$ cat config.mk
export PLATFORM = sky130hd
export DESIGN_NAME = object_sprite_drawer
export DESIGN_NICKNAME = d
export VERILOG_FILES = /design/src/rtl/object_sprite_drawer.sv
export SDC_FILE = /design/constraint.sdc
export NUM_CORES = 1
export LEC_CHECK = 0
export BUFFER_PORTS_ARGS = -buffer_cell sky130_fd_sc_hd__buf_2
export CORE_MARGIN = 4
export CORE_UTILIZATION = 45
export DETAILED_ROUTE_END_ITERATION = 6
export GPL_TIMING_DRIVEN = 0
export PLACE_DENSITY = 0.67
export SETUP_SLACK_MARGIN = 0.1
export SLEW_MARGIN = 15
export SYNTH_ARGS = -nofsm -noshare
export SYNTH_HDL_FRONTEND = slang
export SYNTH_SLANG_ARGS = --single-unit
$ cat constraint.sdc
create_clock -name clk -period 2.1 [get_ports clk]
set_input_delay 0.21 -clock clk [delete_from_list [all_inputs] [get_ports clk]]
set_output_delay 0.21 -clock clk [all_outputs]
set_load 0.02 [all_outputs]
$ cat src/rtl/object_sprite_drawer.sv
// object_sprite_drawer: picks pseudo-random object positions and rasterises
// an 8x8 gold or stone sprite into the VGA adapter, one pixel per clock.
//
// Handshake: enable_draw_gold / enable_draw_stone are level requests from the
// game view FSM. A request seen in IDLE starts one sprite. The block answers
// with a one-cycle draw_*_done pulse when the last pixel has been plotted. It
// then waits in WAIT until both requests are low, so a request that is still
// high cannot start a second sprite.
module object_sprite_drawer #(
  parameter int          SPRITE_W     = 8,
  parameter int          SPRITE_H     = 8,
  parameter int          X_MIN        = 16,
  parameter int          Y_MIN        = 40,
  parameter logic [2:0]  GOLD_COLOUR  = 3'b110,
  parameter logic [2:0]  STONE_COLOUR = 3'b111,
  parameter logic [15:0] LFSR_SEED    = 16'hACE1
) (
  input  logic       clk,
  input  logic       resetn,
  input  logic       resetn_gold_stone,
  input  logic       enable_random,
  input  logic       enable_draw_gold,
  input  logic       enable_draw_stone,
  output logic [7:0] x_out,
  output logic [6:0] y_out,
  output logic [2:0] colour,
  output logic       plot,
  output logic       draw_gold_done,
  output logic       draw_stone_done,
  output logic [2:0] gold_count,
  output logic [2:0] stone_count,
  output logic [7:0] obj_x,
  output logic [6:0] obj_y,
  output logic [1:0] state_dbg
);

  localparam int CXW = $clog2(SPRITE_W);
  localparam int CYW = $clog2(SPRITE_H);

  typedef enum logic [1:0] {
    S_IDLE = 2'd0,
    S_DRAW = 2'd1,
    S_DONE = 2'd2,
    S_WAIT = 2'd3
  } state_t;

  state_t         state, state_nxt;
  logic [15:0]    lfsr;
  logic           lfsr_fb;
  logic           ph;
  logic           kind_gold;
  logic [CXW-1:0] cx;
  logic [CYW-1:0] cy;
  logic           any_req;
  logic           start;
  logic           last_px;
  logic           clr_n;

  assign clr_n     = resetn_gold_stone;
  assign any_req   = enable_draw_gold | enable_draw_stone;
  assign start     = (state == S_IDLE) && any_req;
  assign last_px   = (cx == CXW'(SPRITE_W - 1)) && (cy == CYW'(SPRITE_H - 1));
  assign lfsr_fb   = lfsr[15] ^ lfsr[13] ^ lfsr[12] ^ lfsr[10];
  assign state_dbg = state;

  // Free-running Fibonacci LFSR (taps 16,14,13,11); only the async reset reseeds it.
  always_ff @(posedge clk or negedge resetn) begin
    if (!resetn) lfsr <= LFSR_SEED;
    else         lfsr <= {lfsr[14:0], lfsr_fb};
  end

  // State register.
  always_ff @(posedge clk or negedge resetn) begin
    if (!resetn) state <= S_IDLE;
    else         state <= state_nxt;
  end

  // Next-state logic; the synchronous clear aborts any sprite back to IDLE.
  always_comb begin
    state_nxt = state;
    case (state)
      S_IDLE: if (any_req) state_nxt = S_DRAW;
      S_DRAW: if (last_px) state_nxt = S_DONE;
      S_DONE: state_nxt = S_WAIT;
      S_WAIT: if (!any_req) state_nxt = S_IDLE;
      default: state_nxt = S_IDLE;
    endcase
    if (!clr_n) state_nxt = S_IDLE;
  end

  // Position generation: x on the first enable_random cycle, y on the second.
  always_ff @(posedge clk or negedge resetn) begin
    if (!resetn) begin
      ph    <= 1'b0;
      obj_x <= '0;
      obj_y <= '0;
    end else if (!clr_n) begin
      ph <= 1'b0;
    end else if (enable_random && (state == S_IDLE)) begin
      if (!ph) obj_x <= 8'(X_MIN) + {1'b0, lfsr[6:0]};
      else     obj_y <= 7'(Y_MIN) + {1'b0, lfsr[5:0]};
      ph <= ~ph;
    end
  end

  // Sprite kind and raster counters; gold wins when both requests are high.
  always_ff @(posedge clk or negedge resetn) begin
    if (!resetn) begin
      kind_gold <= 1'b0;
      cx        <= '0;
      cy        <= '0;
    end else if (start) begin
      kind_gold <= enable_draw_gold;
      cx        <= '0;
      cy        <= '0;
    end else if (state == S_DRAW) begin
      cx <= cx + CXW'(1);
      if (cx == CXW'(SPRITE_W - 1)) cy <= cy + CYW'(1);
    end
  end

  // Registered VGA pixel outputs and done pulses; clear suppresses both.
  always_ff @(posedge clk or negedge resetn) begin
    if (!resetn) begin
      x_out           <= '0;
      y_out           <= '0;
      colour          <= '0;
      plot            <= 1'b0;
      draw_gold_done  <= 1'b0;
      draw_stone_done <= 1'b0;
    end else begin
      x_out           <= obj_x + 8'(cx);
      y_out           <= obj_y + 7'(cy);
      plot            <= clr_n && (state == S_DRAW);
      colour          <= (clr_n && (state == S_DRAW)) ?
                         (kind_gold ? GOLD_COLOUR : STONE_COLOUR) : 3'b000;
      draw_gold_done  <= clr_n && (state == S_DONE) && kind_gold;
      draw_stone_done <= clr_n && (state == S_DONE) && !kind_gold;
    end
  end

  // Sprite counters, saturating at 7; clear beats increment.
  always_ff @(posedge clk or negedge resetn) begin
    if (!resetn) begin
      gold_count  <= '0;
      stone_count <= '0;
    end else if (!clr_n) begin
      gold_count  <= '0;
      stone_count <= '0;
    end else if (state == S_DONE) begin
      if (kind_gold && (gold_count != 3'd7))   gold_count  <= gold_count + 3'd1;
      if (!kind_gold && (stone_count != 3'd7)) stone_count <= stone_count + 3'd1;
    end
  end

endmodule

==> metrics.md <==
| Metric | Value |
|---|---|
| Slew @ Worst Pin | `0.397 ns` |
| CTS tree | `done` |
| Final #Nets | `302` |
| Root buffer cell | `clkbuf_8` |
| Layout cells sized above 1 | `32.9%` |
| RR Startpoint | `state_dbg[0]$_DFFE_PN0P_` |
| GR Util All Layers | `14.4%` |
| Hold EP | `kind_gold$_DFFE_PN0P_` |
| Largest net degree at the start of global routing | `42` |
| Die X | `86.9 um` |
| Die Y | `86.9 um` |
| Count of different cell masters after synthesis | `33` |
| GP Congestion | `0.754` |
| Critical Path End Type | `register` |
| Slew HR | `73.6%` |
| Setup CP Type | `register to register` |
| R2R cell count | `5` |
| Inserted Clock Buffers | `9` |
| Number of core rows | `28` |
| F_max | `601 MHz` |
| Max H-tree Level | `3` |
| Status | `completed` |
| Synth area leaders | `dfrtp_1 (52%), ha_1 (9.8%), dfstp_2 (7.5%)` |
| TNS Setup | `0 ns` |
| Mapped cell area | `2800 sq um` |
| RSZ-0062 raised after global routing | `no` |
| Fin. max-slew vios | `0` |
| Clock buffer depth | `2` |
| Sequential fraction of the synthesis area | `59.3%` |
| Post-route insts no fill | `352` |
| Floorplan Core Area | `5990 sq um` |
| Post-detail-place hpwl | `3.46 mm` |
| Worst Hold Class | `input pin to register` |
| Endpoints failing hold | `0` |
| Clk_lat worst skew | `0.33 ns` |
| Mean post-synth cell area | `13.3 sq um` |
| DRT Pass-1 Iters | `4` |
| Min-Delay Startpoint | `enable_draw_gold` |
| Leakage | `1.89 nW` |
| Final ANT Viol Nets | `0` |
| Reg2reg end | `obj_x[2]$_DFFE_PN0P_` |
| Critical path arrival | `1.88 ns` |
| Fillers | `492` |
| Setup violations, final | `0` |
| Syn Nets | `240` |
| CP Data Required Time | `2.31 ns` |
| DRC viols | `0` |
| Post-CTS setup buffer count | `0` |
| Final worst setup slack | `0.437 ns` |
| DP Cell Count | `335` |
| Post-Syn Instances | `210` |
| Initial Util | `46.8%` |
| Clk sinks | `66` |
| Yosys top cell by area | `dfrtp_1` |
| Vias per cell | `4.92` |
| Number of port buffers | `49` |
| CP max FO | `10` |
| Synth top area share | `51.8%` |
| # Max-Cap Violations | `0` |
| Area growth from synthesis to layout | `23.1%` |
| Initial antenna violation count | `0` |
| 1st-iter DRT viols | `61` |
| Area post-placement | `3160 sq um` |
| Finished Cell Area | `3450 sq um` |
| Total number of vias | `1,731` |
| Min Tclk post-route | `1.66 ns` |
| R2R Setup Slk | `0.44 ns` |
| Syn. warnings | `0` |
| Top-Level Pins | `50` |
| Dpl ws | `0.441 ns` |
| Die area | `7550 sq um` |
| First-pass GRT wire length | `8.30 mm` |
| Per-cell routed wire length | `13.6 um` |
| Clk pin slew, worst setup/hold paths | `0.07 ns` |
| Worst Hold Depth | `2` |
| #FFs+latches synth | `66` |
| Crit path launch | `state_dbg[0]$_DFFE_PN0P_` |
| PwrDens | `1090 nW/um^2` |
| CP Launch Type | `register` |
| Fin Clk Skew | `0.0102 ns` |
| DRT Wirelength | `4.80 mm` |
| Total power draw | `0.00375 W` |
| Vias in the first global route | `1,717` |
| Grt total ovfl | `0` |
| VDD IR max | `662 uV` |
| Final period util | `79.2%` |
| Antenna Cells | `0` |
## flip-flops by register name, summed over array words and instances (netlist names)
name,flops
cx,3
y_out,7
stone_count,3
cy,3
colour,2
obj_y,7
draw_gold_done,1
draw_stone_done,1
kind_gold,1
state_dbg,2
obj_x,8
ph,1
x_out,8
lfsr,16
gold_count,3
## logic make-up (layout without fill, tap and decap cells)
logic type	after synthesis	count (layout)	share of synthesized area (%)
DFF	66	66	59.3
and+or+nand+nor	47	47	8.93
adders and majority gates	24	24	11.3
AOI/OAI and AO/OA	22	22	4.82
xor gates and xnor gates	21	21	6.57
muxes	17	17	6.74
buffers and inverters	13	80	2.37
## layer usage
metal	wire, um	GRT usage (%)
met4	68	4.82
met1	2240	19.5
met3	268	4.92
met2	2230	21.7
met5	0	0
## power by group
group | leakage [nW] | internal (W) | switching (W)
Clock | 0.137 | 0.000945 | 0.000471
Combinational | 0.883 | 0.000327 | 0.000466
Sequential | 0.873 | 0.00141 | 0.000134
Total | 1.89 | 0.00268 | 0.00107
## worst max-delay path by stage
| stage | cells after the start | to |
|---|---|---|
| 2_1_floorplan | 6 | y_out[6]$_DFF_PN0_ |
| 3_3_place_gp | 5 | obj_x[3]$_DFFE_PN0P_ |
| 3_5_place_dp | 5 | obj_x[3]$_DFFE_PN0P_ |
| 4_1_cts | 5 | obj_x[2]$_DFFE_PN0P_ |
| 5_1_grt | 5 | obj_x[2]$_DFFE_PN0P_ |
| 6_report | 5 | obj_x[2]$_DFFE_PN0P_ |
## area by class of cell
class | instances | area (sq um) | area share, %
plain buffers | 6 | 40.0 | 1.16
clock buffers | 10 | 138 | 3.99
clock inverters | 6 | 138 | 3.99
inverters | 7 | 26.3 | 0.762
multi-input cells | 131 | 1070 | 31.1
flip-flops and latches | 66 | 1660 | 48.2
well taps | 75 | 93.8 | 2.72
repair buffers | 51 | 278 | 8.06
## through the flow
| step | hold slack (ns) | util [%] |
|---|---|---|
| 6_report | 0.170 | 57.6 |
| 5_1_grt | 0.166 | 57.6 |
| 4_1_cts | 0.161 | 57.6 |
| 3_5_place_dp | 0.142 | 52.8 |
| 3_3_place_gp | 0.334 | 52.4 |
| 2_1_floorplan | -0.0856 | - |
## critical path: stages, from the launching register on
cell	delay, ns
dfrtp_1	0.43
inv_1	0.12
ha_1	0.26
nand4b_1	0.23
buf_6	0.21
mux2_4	0.29
## synthesized netlist by cell type
cell / n
o21a_1: 1
and3b_1: 1
buf_6: 1
ha_1: 22
inv_1: 7
nor2b_1: 7
a221oi_2: 1
clkbuf_1: 1
a21o_1: 2
mux2i_1: 8
xnor2_1: 13
xor2_1: 8
nand4_2: 1
nand4_1: 2
nand2_1: 18
a21oi_1: 7
o2111ai_1: 1
a32oi_1: 1
and3_1: 2
nand4b_1: 1
buf_2: 2
nand3b_1: 1
buf_4: 2
nand3_1: 4
o21ai_0: 9
dfrtp_1: 58
mux2_2: 7
nor3b_2: 1
dfstp_2: 8
mux2_4: 2
nor2_1: 5
fa_1: 2
and2_1: 4
## repair_timing
| item | 4_1_cts | 5_1_grt |
|---|---|---|
| hold endpoints to repair | 22 | 0 |
| hold buffers | 1 | 0 |
| gates resized for setup | 0 | 0 |
## cells in the final DEF, fill, tap and decap left out, types with 2 or more instances in the layout
cell,n
buf_2,50
clkinv_4,2
and3_1,2
inv_1,7
clkbuf_8,10
xnor2_1,13
a21oi_1,7
nand2_1,18
buf_4,3
mux2i_1,8
nor2_1,5
nand3_1,4
nand4_1,2
ha_1,22
o21ai_0,9
and2_1,4
xor2_1,8
a21o_1,2
dfrtp_1,58
nor2b_1,7
dfstp_2,8
mux2_4,2
bufinv_16,4
fa_1,2
mux2_2,7
Note: power is estimated with default switching activity, not from simulation.
